File: src/rtl/enumerate_solutions_gen.sv
// Enumerates every solution of a latched GF(2) system given in reduced row-echelon form.
// It either streams all solutions or only the earliest minimum-weight solution.
module enumerate_solutions_gen #(
    parameter int ROWS       = 2,
    parameter int COLS       = 3,
    parameter int DATA_WIDTH = 8,
    parameter int MIN_ONLY   = 0
) (
    input  logic                  clk,
    input  logic                  rst_n,
    input  logic                  start,
    input  logic [COLS-1:0]       RREF [ROWS-1:0],
    output logic                  solution_stream_tvalid,
    output logic [DATA_WIDTH-1:0] solution_stream_tdata,
    output logic                  solution_stream_tlast,
    input  logic                  solution_stream_tready,
    output logic                  busy,
    output logic                  done,
    output logic                  inconsistent,
    output logic [$clog2(COLS):0] min_weight,
    output logic [2:0]            state_dbg
);

    localparam int NV = COLS - 1;
    localparam int WW = $clog2(COLS) + 1;
    localparam logic [NV-1:0] ONE_NV = NV'(1);
    localparam logic [NV:0]   ONE_A  = (NV + 1)'(1);

    generate
        if (NV > DATA_WIDTH) begin : g_width_check
            $error("enumerate_solutions_gen: COLS-1 variables do not fit in DATA_WIDTH");
        end
        if (NV < 1) begin : g_cols_check
            $error("enumerate_solutions_gen: COLS must be at least 2");
        end
    endgenerate

    typedef enum logic [2:0] {
        S_IDLE     = 3'd0,
        S_ANALYZE  = 3'd1,
        S_SCAN     = 3'd2,
        S_EMIT     = 3'd3,
        S_EMIT_ONE = 3'd4,
        S_DONE     = 3'd5
    } state_t;

    state_t state, state_n;

    logic [COLS-1:0] rref_q [ROWS-1:0];
    logic [NV-1:0]   free_q;
    logic [NV:0]     last_q;
    logic [NV:0]     a_q;
    logic [NV-1:0]   best_sol_q;
    logic [WW-1:0]   best_w_q;

    logic [NV-1:0]   piv_mask;
    logic [NV-1:0]   an_row;
    logic [NV:0]     last_val;
    logic            zero_bad;

    logic [NV-1:0]   exp_v;
    logic [NV:0]     a_sh;
    logic [NV-1:0]   sol_row;
    logic [NV-1:0]   cand_sol;
    logic [WW-1:0]   cand_w;
    logic            cand_better;
    logic            at_last;

    assign state_dbg = state;
    assign at_last   = (a_q == last_q);

    // Row pivot = lowest set variable bit, isolated with v & -v.
    always_comb begin
        piv_mask = '0;
        an_row   = '0;
        zero_bad = 1'b0;
        last_val = '0;
        for (int r = 0; r < ROWS; r++) begin
            an_row = rref_q[r][NV-1:0];
            if (an_row == '0) begin
                if (rref_q[r][NV]) zero_bad = 1'b1;
            end else begin
                piv_mask = piv_mask | (an_row & (~an_row + ONE_NV));
            end
        end
        for (int c = 0; c < NV; c++) begin
            if (!piv_mask[c]) last_val = {last_val[NV-1:0], 1'b1};
        end
    end

    // Scatter the assignment over the free columns, then solve each pivot.
    always_comb begin
        exp_v    = '0;
        a_sh     = a_q;
        sol_row  = '0;
        cand_w   = '0;
        for (int c = 0; c < NV; c++) begin
            if (free_q[c]) begin
                exp_v[c] = a_sh[0];
                a_sh     = a_sh >> 1;
            end
        end
        cand_sol = exp_v;
        for (int r = 0; r < ROWS; r++) begin
            sol_row = rref_q[r][NV-1:0];
            if (sol_row != '0) begin
                if ((^(sol_row & free_q & exp_v)) ^ rref_q[r][NV])
                    cand_sol = cand_sol | (sol_row & (~sol_row + ONE_NV));
            end
        end
        for (int c = 0; c < NV; c++) begin
            cand_w = cand_w + WW'(cand_sol[c]);
        end
        cand_better = (a_q == '0) || (cand_w < best_w_q);
    end

    always_ff @(posedge clk or negedge rst_n) begin
        if (!rst_n) state <= S_IDLE;
        else        state <= state_n;
    end

    // Stream handshake: a beat transfers on a cycle where tvalid && tready; while
    // tvalid is high and tready is low, tdata and tlast hold and tvalid never drops.
    always_comb begin
        state_n                = state;
        busy                   = 1'b0;
        done                   = 1'b0;
        solution_stream_tvalid = 1'b0;
        solution_stream_tdata  = '0;
        solution_stream_tlast  = 1'b0;
        case (state)
            S_IDLE: begin
                if (start) state_n = S_ANALYZE;
            end
            S_ANALYZE: begin
                busy = 1'b1;
                if (zero_bad)           state_n = S_DONE;
                else if (MIN_ONLY != 0) state_n = S_SCAN;
                else                    state_n = S_EMIT;
            end
            S_SCAN: begin
                busy = 1'b1;
                if (at_last) state_n = S_EMIT_ONE;
            end
            S_EMIT: begin
                busy                              = 1'b1;
                solution_stream_tvalid            = 1'b1;
                solution_stream_tdata[NV-1:0]     = cand_sol;
                solution_stream_tlast             = at_last;
                if (solution_stream_tready && at_last) state_n = S_DONE;
            end
            S_EMIT_ONE: begin
                busy                              = 1'b1;
                solution_stream_tvalid            = 1'b1;
                solution_stream_tdata[NV-1:0]     = best_sol_q;
                solution_stream_tlast             = 1'b1;
                if (solution_stream_tready) state_n = S_DONE;
            end
            S_DONE: begin
                done    = 1'b1;
                state_n = S_IDLE;
            end
            default: state_n = S_IDLE;
        endcase
    end

    always_ff @(posedge clk or negedge rst_n) begin
        if (!rst_n) begin
            for (int r = 0; r < ROWS; r++) rref_q[r] <= '0;
            free_q       <= '0;
            last_q       <= '0;
            a_q          <= '0;
            best_sol_q   <= '0;
            best_w_q     <= '0;
            inconsistent <= 1'b0;
            min_weight   <= '0;
        end else begin
            case (state)
                S_IDLE: begin
                    if (start) begin
                        rref_q       <= RREF;
                        a_q          <= '0;
                        inconsistent <= 1'b0;
                        min_weight   <= '0;
                    end
                end
                S_ANALYZE: begin
                    free_q <= ~piv_mask;
                    last_q <= last_val;
                    a_q    <= '0;
                    if (zero_bad) inconsistent <= 1'b1;
                end
                S_SCAN: begin
                    if (cand_better) begin
                        best_sol_q <= cand_sol;
                        best_w_q   <= cand_w;
                    end
                    if (at_last) min_weight <= cand_better ? cand_w : best_w_q;
                    else         a_q <= a_q + ONE_A;
                end
                S_EMIT: begin
                    if (solution_stream_tready && !at_last) a_q <= a_q + ONE_A;
                end
                default: ;
            endcase
        end
    end

endmodule

File: config.mk
export PLATFORM = sky130hd
export DESIGN_NAME = enumerate_solutions_gen
export DESIGN_NICKNAME = d
export VERILOG_FILES = /design/src/rtl/enumerate_solutions_gen.sv
export SDC_FILE = /design/constraint.sdc
export NUM_CORES = 1
export LEC_CHECK = 0
export ABC_AREA = 1
export CORE_UTILIZATION = 30
export DETAILED_ROUTE_END_ITERATION = 6
export GPL_ROUTABILITY_DRIVEN = 0
export PLACE_DENSITY = 0.53
export SYNTH_ARGS = -nofsm -noshare
export SYNTH_HDL_FRONTEND = slang
export SYNTH_SLANG_ARGS = --single-unit
File: constraint.sdc
create_clock -name clk -period 3 [get_ports clk]
set_input_delay 0.3 -clock clk [delete_from_list [all_inputs] [get_ports clk]]
set_output_delay 0.3 -clock clk [all_outputs]
set_load 0.05 [all_outputs]
# Word-level counts from Yosys, hierarchy flattened
# Index checks and enable logic that the tools add are counted.
word_totals:
  register_bits: 26
  latchBits: 0
  mem_bits_rw: 0
  mem_bits_ro: 0
  inputBits: 10
  out_inout_bits: 19
  elab_cells: 101
  n_memories: 0
op_classes:
  n_addsub: 4
  mul: 0
  n_div: 0
  order_cmp: 1
  eq_ne: 13
  shift: 0
  muxes: 36
  n_bitwise: 14
  reduce_logical: 23
op_table:
  columns: ["op", "count"]
  rows:
  - ["3-bit 2-to-1 mux", 11]
  - ["3-bit case mux with 5 select lines", 1]
  - ["2-bit inequality test (second input constant)", 7]
  - ["1-bit 2-to-1 mux", 13]
  - ["2-bit bitwise AND", 6]
  - ["2-bit 2-to-1 mux", 6]
  - ["3-bit case mux with 4 select lines", 1]
  - ["4-bit AND reduction", 2]
  - ["2-bit nonzero test", 4]
  - ["3-bit by 2-bit equality test with 1-bit output (second input constant)", 2]
  - ["3-bit equality test (second input constant)", 2]
  - ["3-bit logical NOT", 2]
  - ["2-bit NOT", 3]
  - ["2-bit OR", 3]
  - ["3-bit case mux with 2 select lines", 1]
  - ["3-bit AND reduction", 2]
  - ["2-bit by 1-bit adder with 2-bit output (second input constant)", 2]
  - ["2-bit logical NOT", 2]
  - ["1-bit case mux with 2 select lines", 2]
  - ["2-bit case mux with 2 select lines", 1]
  - ["2-bit AND reduction", 2]
  - ["4-bit nonzero test", 1]
  - ["4-bit OR reduction", 1]
  - ["2-bit parity", 2]
  - ["other kinds (10)", 12]

# Logic depth before layout (Yosys ltp)
logic_depth:
  ltp_word: 16
  depth_mapped: 18
  mapped_depth_nobuf: 18

# Worst setup path before layout
# OpenSTA, ideal clock, no wires.
synth_timing:
  path_type: "register to output"
  from: "register state[1] (netlist: state_dbg[1])"
  to: "output port solution_stream_tlast"
  arrival_time_ns: 2.158
  required_time_ns: 2.700
  path_slack_ns: 0.542
  path_stages_with_launch: 5
  n_path_buf: 0
  path_cell_list: "dfrtp_1 > inv_1 > nor2_2 > nand2_1 > o21ai_0"
synth_between:
  elab_chain_len: 2
  elab_cells_between_ends: 3
  cone_classes: "2 x eq/ne; 1 x mux"
synth_lines:
  columns: ["element", "line", "text"]
  rows:
  - ["start, declared", "47", "state_t state, state_n;"]
  - ["start signal, assigned", "119", "else state <= state_n;"]
  - ["3-bit equality test or 3-bit by 2-bit equality test with 1-bit output (tied branches)", "131", "case (state)"]
  - ["1-bit case mux with 2 select lines *", "131", null]
  - ["end, declared", "15", "output logic solution_stream_tlast,"]
# Mark *: on every way between the ends. The rest lies on a longest branch, timed or not.

# Worst setup path in the final report
layout_timing:
  from: "register a_q[0]"
  to: "output port solution_stream_tdata[0]"
layout_between:
  elab_chain_len: 11
  elab_cells_between_ends: 16
  cone_classes: "8 x mux; 6 x bitwise; 2 x reduce/logical"
layout_lines:
  columns: ["element", "line", "text"]
  rows:
  - ["start, declared", "52", "logic [NV:0] a_q;"]
  - ["start signal, assigned", "199", "else a_q <= a_q + ONE_A;"]
  - ["start signal, assigned", "202", "if (solution_stream_tready && !at_last) a_q <= a_q + ONE_A;"]
  - ["1-bit 2-to-1 mux (2 in series)", "98", "if (free_q[c]) begin"]
  - ["2-bit bitwise AND", "107", "if ((^(sol_row & free_q & exp_v)) ^ rref_q[r][NV])"]
  - ["2-bit parity", "107", null]
  - ["1-bit bitwise XOR", "107", null]
  - ["2-bit 2-to-1 mux", "107", null]
  - ["2-bit 2-to-1 mux", "106", "if (sol_row != '0) begin"]
  - ["2-bit OR", "108", "cand_sol = cand_sol | (sol_row & (~sol_row + ONE_NV));"]
  - ["2-bit 2-to-1 mux", "107", null]
  - ["2-bit 2-to-1 mux *", "106", null]
  - ["named net cand_sol[0]", "64", "logic [NV-1:0] cand_sol;"]
  - ["2-bit case mux with 2 select lines *", "131", null]
  - ["end, declared", "14", "output logic [DATA_WIDTH-1:0] solution_stream_tdata,"]
# Mark *: on every way through the listed nets, which the timed path passes. The rest lies on a longest branch.

==> flow_summary.ini <==
[sta]
rsz0062_at_grt = false
setup_tns_ns = 0
setup_viol = 0
fin_crit_sh = 0.8845
final-hold-violation-count = 0
clock.fmax_mhz = 376.8
setup_ws_ns = 0.3464
relSlewSlack = 0.6646
fin_skew_ns = 0.005494
tightest_slew_ns = 0.5015
fin_crit_ns = 2.654
slew_viol_final = 0

[yosys]
async_flop_share = 1.000
ys_types = 31
synthSimpleGateAreaFrac = 0.3487
yosysTopAreaCell = dfrtp_1
ys_seq_elements = 25
synth_xor_area_frac = 0.01151
synthMuxAreaShare = 0.007401
netlist.area_leader.share = 0.4112
yosysWarnings = 0
synthAdderAreaFrac = 0.03289
synth_edf_count = 0
syn_area_sq_mm = 0.001521
synth_cells = 207
yosysSeqAreaShare = 0.4112
syn_area_per_cell_sq_um = 7.350
ys.flop_type = dfrtp_1
synth_compound_area_frac = 0.08059
synth_top_family_by_area = simple AND/OR/NAND/NOR gates
synth_top_cells_by_area = dfrtp_1 41%, nand2_1 14%, inv_1 6.2%, nand3_1 5.9%, nor2_1 5.7%

[worst_setup_path]
cpMaxStageDelayCell = clkdlybuf4s50_1
cp_max_fo = 7
path_cells = inv_2 > nand2_1 > nand3_1 > nor2_1 > nand2_1 > nand2_1 > nand2_1 > nand3_1 > nand2_1 > nand2_1 > clkdlybuf4s50_1
r2r_slack_ns = 0.59
critPathMostFrequentCell = nand2_1
crit_arrival_ns = 2.35
max_stage_delay_ns = 0.80
endpoint_kind = output pin
critPathLaunchType = register
critPathKind = register to output pin
cp.required_ns = 2.70

[drt]
wl_mm = 3.251
wl_per_cell_um = 10.87
vias_per_cell = 4.281
first_pass_iters = 4
met3_length_um = 122
drtAntennaViolNets = 0
top_layer_used = met4
drt_iter0_markers = 59
drc_errors = 0
via_count = 1280
wl_met1_mm = 1.679
dr_wl_met2_mm = 1.422

[power_and_ir_drop]
power_frac_comb = 0.618
swShare = 0.5249
leakage_nw = 0.9394
seqPwrFrac = 0.284
pwr_density_cell_mw_per_mm2 = 1158
ir_drop_mv = 0.4039
p_sw_w = 0.001125
clkPwrFrac = 0.098
intPower_w = 0.001018

[cells_and_area]
layout-drive-gt1-share = 0.09483
final_cell_mix = 57 x nand2_1, 25 x inv_1, 25 x dfrtp_1
nets = 247
antenna_cells = 0
final_common_cell = nand2_1
num-fill-cells = 511
syn_to_final_growth_pct = 21.63

[floorplan]
fp.dieH_um = 73.22
io_pins = 29
core_region_area_sq_mm = 0.004786
die_area_sq_mm = 0.005360
dieWidth_um = 73.22
initial_core_util = 0.3179
rows = 25

[place]
numPortBuffers = 22
hpwl_mm = 2.577
pre_cts_slack_ns = 0.5708

[clock_network]
htree_levels = 1
cts_setup_buffers = 0
numCtsBuffers = 3
cts_tree = yes
clock_latency_ns = 0.27
ctsHoldBuffers = 0
root_buffer = clkbuf_8
clock_path_buffers = 2
clk_pin_slew_ns = 0.10
clkSinkCount = 25
cts_resized = 0

[grt]
grt-ovfl-total = 0
antenna_found_initial = 0
grt_start_max_net_pins = 26
grt_pass1_wl_mm = 5.699
grt_pass1_vias = 1211
grtUsageTotal = 0.1398

[run]
drv_cap = 0

[worst_hold_path]
hp-class = input port to asynchronous set/reset pin

[status]
outcome = finished, final reports clean
[cell families after synthesis]
family,Yosys count
buffers and inverters,36
other,1
XOR/XNOR,2
AO/OA/AOI/OAI,22
multiplexers,1
AND/OR/NAND/NOR,116
flip-flops,25
adder cells (fa/ha/maj),4
[state kept, by name, summed over array words and instances (netlist names)]
name,count
free_q,2
rref_q,4
best_sol_q,2
last_q,2
an_row,2
a_q,3
best_w_q,3
inconsistent,1
state_dbg,3
min_weight,3
[metrics by stage]
| step | hold slack [ns] | area, sq um | total power (W) | instances | utilization |
|---|---|---|---|---|---|
| 4_1_cts | 0.4045 | 1851 | 0.002174 | 299 | 0.3867 |
| 6_report | 0.3878 | 1851 | 0.002143 | 299 | 0.3867 |
| 3_3_place_gp | 0.4537 | 1802 | 0.001954 | 295 | 0.3765 |
| 2_1_floorplan | 0.004409 | 1540 | 0.001604 | 212 | - |
| 3_5_place_dp | 0.4583 | 1802 | 0.001954 | 295 | 0.3765 |
| 5_1_grt | 0.4177 | 1851 | 0.002367 | 299 | 0.3867 |
[final cells by class]
class	count	area, sq um	share of cell area
sequential	25	625.6	0.3381
tap	67	83.83	0.04530
clock inverter	1	7.507	0.004057
timing repair buffer	23	227.7	0.1231
multi-input combinational	151	754.5	0.4077
clock buffer	3	41.29	0.02231
inverter	29	110.1	0.05950
[final timing paths]
check                              start                        to  depth (start not counted)
max                               a_q[0]  solution_stream_tdata[0]                         11
min                                rst_n              state_dbg[2]                          2
max reg2reg                       a_q[0]             min_weight[0]                         17
min reg2reg                min_weight[0]             min_weight[0]                          2
max in group asynchronous          rst_n                 rref_q[2]                          2
min in group clk           min_weight[0]             min_weight[0]                          2
[worst max-delay path, delay by kind of cell (launching register included)]
kind / cells / cell delay (ns)
buf+inv: 2 / 0.90
flops: 1 / 0.48
simple gates: 9 / 0.71
[synthesized netlist by cell type, types with 2 or more instances]
master / n
nand2_1: 57
dfrtp_1: 25
inv_1: 25
nor2_1: 23
nand3_1: 18
a21oi_1: 8
o21ai_0: 7
buf_4: 6
ha_1: 4
inv_2: 3
nand2_2: 3
nand4_1: 3
nor2_2: 3
nand2_4: 2
nand3b_1: 2
o21ai_1: 2
xnor2_1: 2
[power groups by stage]
stage	registers [W]	clock network [W]	logic, W
floorplan	0.000688	0	0.000916
global placement	0.000615	0	0.00134
detailed placement	0.000618	0	0.00134
CTS	0.000611	0.000221	0.00134
global route	0.000635	0.000237	0.00149
finish	0.000609	0.000210	0.00132
[routing by layer]
layer  up-vias  track usage
li1        695            -
met1       549       0.2000
met2        32       0.2212
met3         4      0.02072
met4         0      0.03268
met5         -            0
(Power assumes the default switching activity.)
